[src/rtl/mem_access_stage.sv]
// ---------------------------------------------------------------------------
// mem_access_stage
//   MEM-stage controller sitting between the EX/MEM and MEM/WB pipeline
//   registers. Loads and stores are issued to a variable-latency data memory
//   over a req/ack handshake. While an access is outstanding, stall freezes
//   the upstream stages. Results bound for writeback are registered here.
//
//   Optional feature macro: STORE_BUFFER_EN
//     Adds a one-entry posted-write buffer. A store retires immediately and
//     drains in the background from the DRAIN state. When the macro is
//     undefined, stores block exactly like loads.
//
// Ports
//   clk, rst       clock (rising edge), asynchronous active-high reset
//   ex_valid       EX/MEM slot holds a real instruction
//   MemRead        load request
//   MemWrite       store request (wins over MemRead)
//   RegWrite_in    writeback control from EX/MEM
//   MemtoReg_in    writeback control from EX/MEM
//   Rd_in          destination register from EX/MEM
//   alu_result     ALU result / effective address
//   store_data     store data
//   stall          combinational freeze for PC, IF/ID, ID/EX, EX/MEM
//   dm_req         registered memory request
//   dm_we          1 = write access
//   dm_addr        registered memory address
//   dm_wdata       registered memory write data
//   dm_ack         memory done; dm_rdata valid in the same cycle
//   dm_rdata       memory read data
//   wb_valid       MEM/WB slot valid
//   wb_RegWrite    writeback enable, forced to 0 when the slot is empty
//   wb_MemtoReg    writeback mux select
//   wb_Rd          writeback destination
//   wb_alu_result  ALU result passed to writeback
//   wb_mem_data    load data passed to writeback
//   bus_err        sticky timeout flag, cleared only by rst
// ---------------------------------------------------------------------------
module mem_access_stage #(
  parameter int DATA_W  = 16,
  parameter int TIMEOUT = 255
) (
  input  logic              clk,
  input  logic              rst,
  input  logic              ex_valid,
  input  logic              MemRead,
  input  logic              MemWrite,
  input  logic              RegWrite_in,
  input  logic              MemtoReg_in,
  input  logic [3:0]        Rd_in,
  input  logic [DATA_W-1:0] alu_result,
  input  logic [DATA_W-1:0] store_data,
  output logic              stall,
  output logic              dm_req,
  output logic              dm_we,
  output logic [DATA_W-1:0] dm_addr,
  output logic [DATA_W-1:0] dm_wdata,
  input  logic              dm_ack,
  input  logic [DATA_W-1:0] dm_rdata,
  output logic              wb_valid,
  output logic              wb_RegWrite,
  output logic              wb_MemtoReg,
  output logic [3:0]        wb_Rd,
  output logic [DATA_W-1:0] wb_alu_result,
  output logic [DATA_W-1:0] wb_mem_data,
  output logic              bus_err
);

`ifdef STORE_BUFFER_EN
  typedef enum logic [1:0] {S_IDLE = 2'd0, S_WAIT = 2'd1, S_DRAIN = 2'd2} state_t;
`else
  typedef enum logic [1:0] {S_IDLE = 2'd0, S_WAIT = 2'd1} state_t;
`endif

  // The last WAIT/DRAIN cycle allowed before the access is abandoned.
  localparam logic [7:0] TIMEOUT_LAST = 8'(TIMEOUT - 1);

  state_t     state, state_next;
  logic [7:0] wait_cnt;
  logic       mem_op;
  logic       timeout_hit;

  assign mem_op      = ex_valid & (MemRead | MemWrite);
  // An ack in the final cycle wins over the timeout.
  assign timeout_hit = (wait_cnt == TIMEOUT_LAST) & ~dm_ack;

  // State register.
  always_ff @(posedge clk or posedge rst) begin
    if (rst) state <= S_IDLE;
    else     state <= state_next;
  end

  // Next-state logic.
  always_comb begin
    state_next = state;
    case (state)
      S_IDLE: begin
        if (mem_op) begin
`ifdef STORE_BUFFER_EN
          state_next = MemWrite ? S_DRAIN : S_WAIT;
`else
          state_next = S_WAIT;
`endif
        end
      end
      S_WAIT: begin
        if (dm_ack || timeout_hit) state_next = S_IDLE;
      end
`ifdef STORE_BUFFER_EN
      S_DRAIN: begin
        if (dm_ack || timeout_hit) state_next = S_IDLE;
      end
`endif
      default: state_next = S_IDLE;
    endcase
  end

  // Stall output. It is forced low during reset so the upstream stages are
  // released at the same moment the outstanding request is dropped.
  always_comb begin
    stall = 1'b0;
    case (state)
      S_IDLE: begin
`ifdef STORE_BUFFER_EN
        stall = mem_op & ~MemWrite;
`else
        stall = mem_op;
`endif
      end
      S_WAIT:  stall = ~dm_ack & ~timeout_hit;
`ifdef STORE_BUFFER_EN
      S_DRAIN: stall = mem_op;
`endif
      default: stall = 1'b0;
    endcase
    if (rst) stall = 1'b0;
  end

  // Memory interface, timeout counter and the MEM/WB register.
  always_ff @(posedge clk or posedge rst) begin
    if (rst) begin
      dm_req        <= 1'b0;
      dm_we         <= 1'b0;
      dm_addr       <= '0;
      dm_wdata      <= '0;
      wait_cnt      <= '0;
      wb_valid      <= 1'b0;
      wb_RegWrite   <= 1'b0;
      wb_MemtoReg   <= 1'b0;
      wb_Rd         <= '0;
      wb_alu_result <= '0;
      wb_mem_data   <= '0;
      bus_err       <= 1'b0;
    end else begin
      case (state)
        S_IDLE: begin
          if (mem_op) begin
            dm_req   <= 1'b1;
            dm_we    <= MemWrite;
            dm_addr  <= alu_result;
            dm_wdata <= store_data;
            wait_cnt <= '0;
`ifdef STORE_BUFFER_EN
            // A posted store retires now while the buffer drains.
            if (MemWrite) begin
              wb_valid      <= 1'b1;
              wb_RegWrite   <= RegWrite_in;
              wb_MemtoReg   <= MemtoReg_in;
              wb_Rd         <= Rd_in;
              wb_alu_result <= alu_result;
            end else begin
              wb_valid    <= 1'b0;
              wb_RegWrite <= 1'b0;
            end
`else
            wb_valid    <= 1'b0;
            wb_RegWrite <= 1'b0;
`endif
          end else begin
            wb_valid      <= ex_valid;
            wb_RegWrite   <= ex_valid & RegWrite_in;
            wb_MemtoReg   <= MemtoReg_in;
            wb_Rd         <= Rd_in;
            wb_alu_result <= alu_result;
          end
        end

        S_WAIT: begin
          // The stalled instruction is still held in EX/MEM, so its
          // writeback controls are taken straight from the inputs.
          if (dm_ack) begin
            dm_req        <= 1'b0;
            wb_valid      <= 1'b1;
            wb_RegWrite   <= RegWrite_in;
            wb_MemtoReg   <= MemtoReg_in;
            wb_Rd         <= Rd_in;
            wb_alu_result <= alu_result;
            if (!dm_we) wb_mem_data <= dm_rdata;
          end else if (timeout_hit) begin
            // Retire the instruction without a register write.
            dm_req        <= 1'b0;
            bus_err       <= 1'b1;
            wb_valid      <= 1'b1;
            wb_RegWrite   <= 1'b0;
            wb_MemtoReg   <= MemtoReg_in;
            wb_Rd         <= Rd_in;
            wb_alu_result <= alu_result;
          end else begin
            wait_cnt    <= wait_cnt + 8'd1;
            wb_valid    <= 1'b0;
            wb_RegWrite <= 1'b0;
          end
        end

`ifdef STORE_BUFFER_EN
        S_DRAIN: begin
          if (dm_ack) begin
            dm_req <= 1'b0;
          end else if (timeout_hit) begin
            dm_req  <= 1'b0;
            bus_err <= 1'b1;
          end else begin
            wait_cnt <= wait_cnt + 8'd1;
          end
          // Non-memory instructions keep flowing while the buffer drains.
          if (mem_op) begin
            wb_valid    <= 1'b0;
            wb_RegWrite <= 1'b0;
          end else begin
            wb_valid      <= ex_valid;
            wb_RegWrite   <= ex_valid & RegWrite_in;
            wb_MemtoReg   <= MemtoReg_in;
            wb_Rd         <= Rd_in;
            wb_alu_result <= alu_result;
          end
        end
`endif

        default: begin
          dm_req      <= 1'b0;
          wb_valid    <= 1'b0;
          wb_RegWrite <= 1'b0;
        end
      endcase
    end
  end

endmodule
[config.mk]
export PLATFORM = sky130hd
export DESIGN_NAME = mem_access_stage
export DESIGN_NICKNAME = d
export VERILOG_FILES = /design/src/rtl/mem_access_stage.sv
export SDC_FILE = /design/constraint.sdc
export NUM_CORES = 1
export LEC_CHECK = 0
export CORE_ASPECT_RATIO = 0.6
export CORE_MARGIN = 3
export CORE_UTILIZATION = 38
export DETAILED_ROUTE_END_ITERATION = 10
export PLACE_DENSITY = 0.75
export SYNTH_ARGS = -nofsm -noshare
export SYNTH_HDL_FRONTEND = slang
export SYNTH_SLANG_ARGS = --single-unit
[constraint.sdc]
create_clock -name clk -period 2.5 [get_ports clk]
set_input_delay 0.5 -clock clk [delete_from_list [all_inputs] [get_ports clk]]
set_output_delay 0.5 -clock clk [all_outputs]
set_load 0.005 [all_outputs]
==> out/results.ini <==
[clock_tree]
cts_sinks = 82
ctsLongestPathBuffers = 2
htreeDepth = 3
cts_hold_buf = 0
clock_latency_ps = 340
cts_setup_buffers = 0
cts_tree = yes
cts_buffers = 9
root_buffer = clkbuf_16
path_clk_slew_ps = 60

[pwr]
max-vdd-ir-drop_uv = 461.3
fin_total_pwr_mw = 4.545
p_leak_nw = 2.143
p_per_area_mw_per_mm2 = 899.7

[placed_design]
place.gp.congestion = 0.8281
hpwl_um = 5572
dp_cells = 455
place_area_mm2 = 0.004743
io_buffers = 134
pre_cts_ws_ps = -5.046

[finish]
fin_util_pct = 62.59
fin_cells = 471
register_area_mm2 = 0.002052
n_antenna_cell = 0
final_net_count = 420
fillCellCount = 632
multi_input_area_mm2 = 0.001130
syn_to_final_growth_pct = 55.63
post-route-cell-area_mm2 = 0.005051
drive_gt1_share_pct = 27.27
most-common-layout-cells = clkdlybuf4s50_1 (133), dfrtp_1 (82), mux2_2 (64)
layout_commonest_cell = clkdlybuf4s50_1

[die]
io_pins = 135
die-area_mm2 = 0.009722
die_h_um = 77.59
initial_utilization_pct = 40.22
core_mm2 = 0.008070
die_w_um = 125.3
rows = 25

[synthesis]
ys_seq_area_share_pct = 63.22
synth.distinct_cells = 33
netlist_instances = 214
synth_area_leader_cell = dfrtp_1
yosysWarnings = 0
yosysTopAreaCellShare_pct = 63.22
synthFlopType = dfrtp_1
async_reset_ff_share_pct = 100.0
synth_edf_count = 0
syn-num-nets = 276
synth_seq_cells = 82
synth_area_per_cell_um2 = 15.17
synthTopCellsByArea = dfrtp_1 (63%), mux2_2 (22%), mux2_4 (2.3%)
syn_area_mm2 = 0.003246

[drt]
drcViolationCount = 0
drt-wirelength-per-cell_um = 16.56
vias = 2235
drtIter0Drc = 58
dr.max_layer_used = met4
m1WireLength_um = 3286
met2_length_um = 3381
antenna_left = 0
routed_wl_um = 7802
viasPerCell = 4.745
drt_pass1_iterations = 4
routed-wl-met3_um = 1083

[global_routing]
grt_pass1_wl_um = 12630
grt_max_degree = 83
grt_pass1_vias = 2361
grtUsageTotal_pct = 16.79
antenna_found_initial = 0
grt_remaining_overflow = 0

[timing]
fin_crit_ps = 2255
finalHoldViolCount = 0
max_freq_ghz = 0.4435
relSlewSlack_pct = 69.16
holdWs_ps = 489.7
setup_viol = 0
fin_ws_ps = 245.0
slew_violations = 0
skew_ps = 6.705
worstMarginPinSlew_ps = 462.6
tns_ps = 0
finalCritPeriodShare_pct = 90.20
rsz0062_at_grt = false

[critical_path]
cp_data_required_time_ps = 2000
slowest_stage = clkdlybuf4s50_1
worstSetupEndpointType = output port
worst_ep_arrival_time_ps = 1760
slowest_delay_ps = 440
r2r.worst_path.cells = 5
crit_type = in2out
r2r_start = dm_req$_DFFE_PP0P_
r2r-end = wb_alu_result[5]$_DFFE_PP0P_
rrSetupSlack_ps = 510
cp_common_cell = nor2_1
start_kind = input pin
crit_chain = clkdlybuf4s50_1 -> nor2_1 -> buf_4 -> nor2b_4 -> o21ai_4 -> nor2_1 -> dlygate4sd2_1
critPathTopFamily = buffers and inverters
worst-path-max-fanout = 2
worst-path-buf-inv = 3

[run_status]
outcome = finished, final reports clean

[min_path]
hold_start = bus_err$_DFFE_PP0P_
whs_path_depth = 1
whs_endpoint = bus_err$_DFFE_PP0P_
hold_class = reg2reg

[run]
max_cap_violations = 0

[Yosys cell counts, drive strengths merged, types with 2 or more instances]
master,number
a211o,3
a31oi,2
and3,2
buf,8
dfrtp,82
ha,2
inv,5
mux2,69
nand2,9
nand3,5
nor2,5
nor2b,4
nor3,3
o21ai,2
[worst reg2reg max path, delay by kind of cell (launching register included)]
kind,cells,cell delay [ps]
AO/OA/AOI/OAI,1,80
buffers and inverters,2,430
multiplexers,1,380
AND/OR/NAND/NOR,1,360
flip-flops,1,620
[area by class of cell]
cell class / count / share of cell area [%]
clock buffers: 10 / 4.731
clock inverters: 6 / 1.288
repair buffers: 141 / 27.82
multi-input cells: 119 / 22.37
well taps: 108 / 2.675
flip-flops and latches: 82 / 40.62
inverters: 5 / 0.4954
[kinds of logic after synthesis]
| logic type | synth area share (%) |
|---|---|
| compound gates | 3.431 |
| buf+inv | 2.351 |
| simple gates | 5.397 |
| fa+ha+maj | 0.7709 |
| flops | 63.22 |
| mux | 24.83 |
[sequential cells by signal, summed over array words and instances, names as in the netlist, 4 cells and up]
name / count
dm_addr: 16
dm_wdata: 16
wb_mem_data: 16
wb_alu_result: 16
wait_cnt: 8
wb_Rd: 4
[what timing repair did]
action	CTS	global route
endpoints found under the setup margin	1	0
resized for setup	2	0
endpoints found under the hold margin	0	0
[how the worst max path moves through the flow]
stage                            startpoint    end  slack (ps)  depth (start not counted)
floorplan                          ex_valid  stall         630                          6
global placement                   MemWrite  stall         -10                          7
detailed placement                 MemWrite  stall          -5                          7
CTS                                 MemRead  stall         220                          7
global route        wait_cnt[0]$_DFFE_PP0P_  stall         160                          7
finish                              MemRead  stall         240                          7
[report_power, final]
| part | total (mW) | leakage [nW] | switching (mW) | internal, mW |
|---|---|---|---|---|
| clock | 1.33 | 0.149 | 0.525 | 0.802 |
| combinational | 1.33 | 1.02 | 0.401 | 0.924 |
| sequential | 1.89 | 0.977 | 0.211 | 1.68 |
[routing by layer]
metal | up-vias | global-route usage [%]
li1 | 1042 | -
met1 | 1098 | 20.37
met2 | 90 | 24.17
met3 | 5 | 12.31
met4 | 0 | 3.571
met5 | - | 0
(Power assumes the default switching activity.)
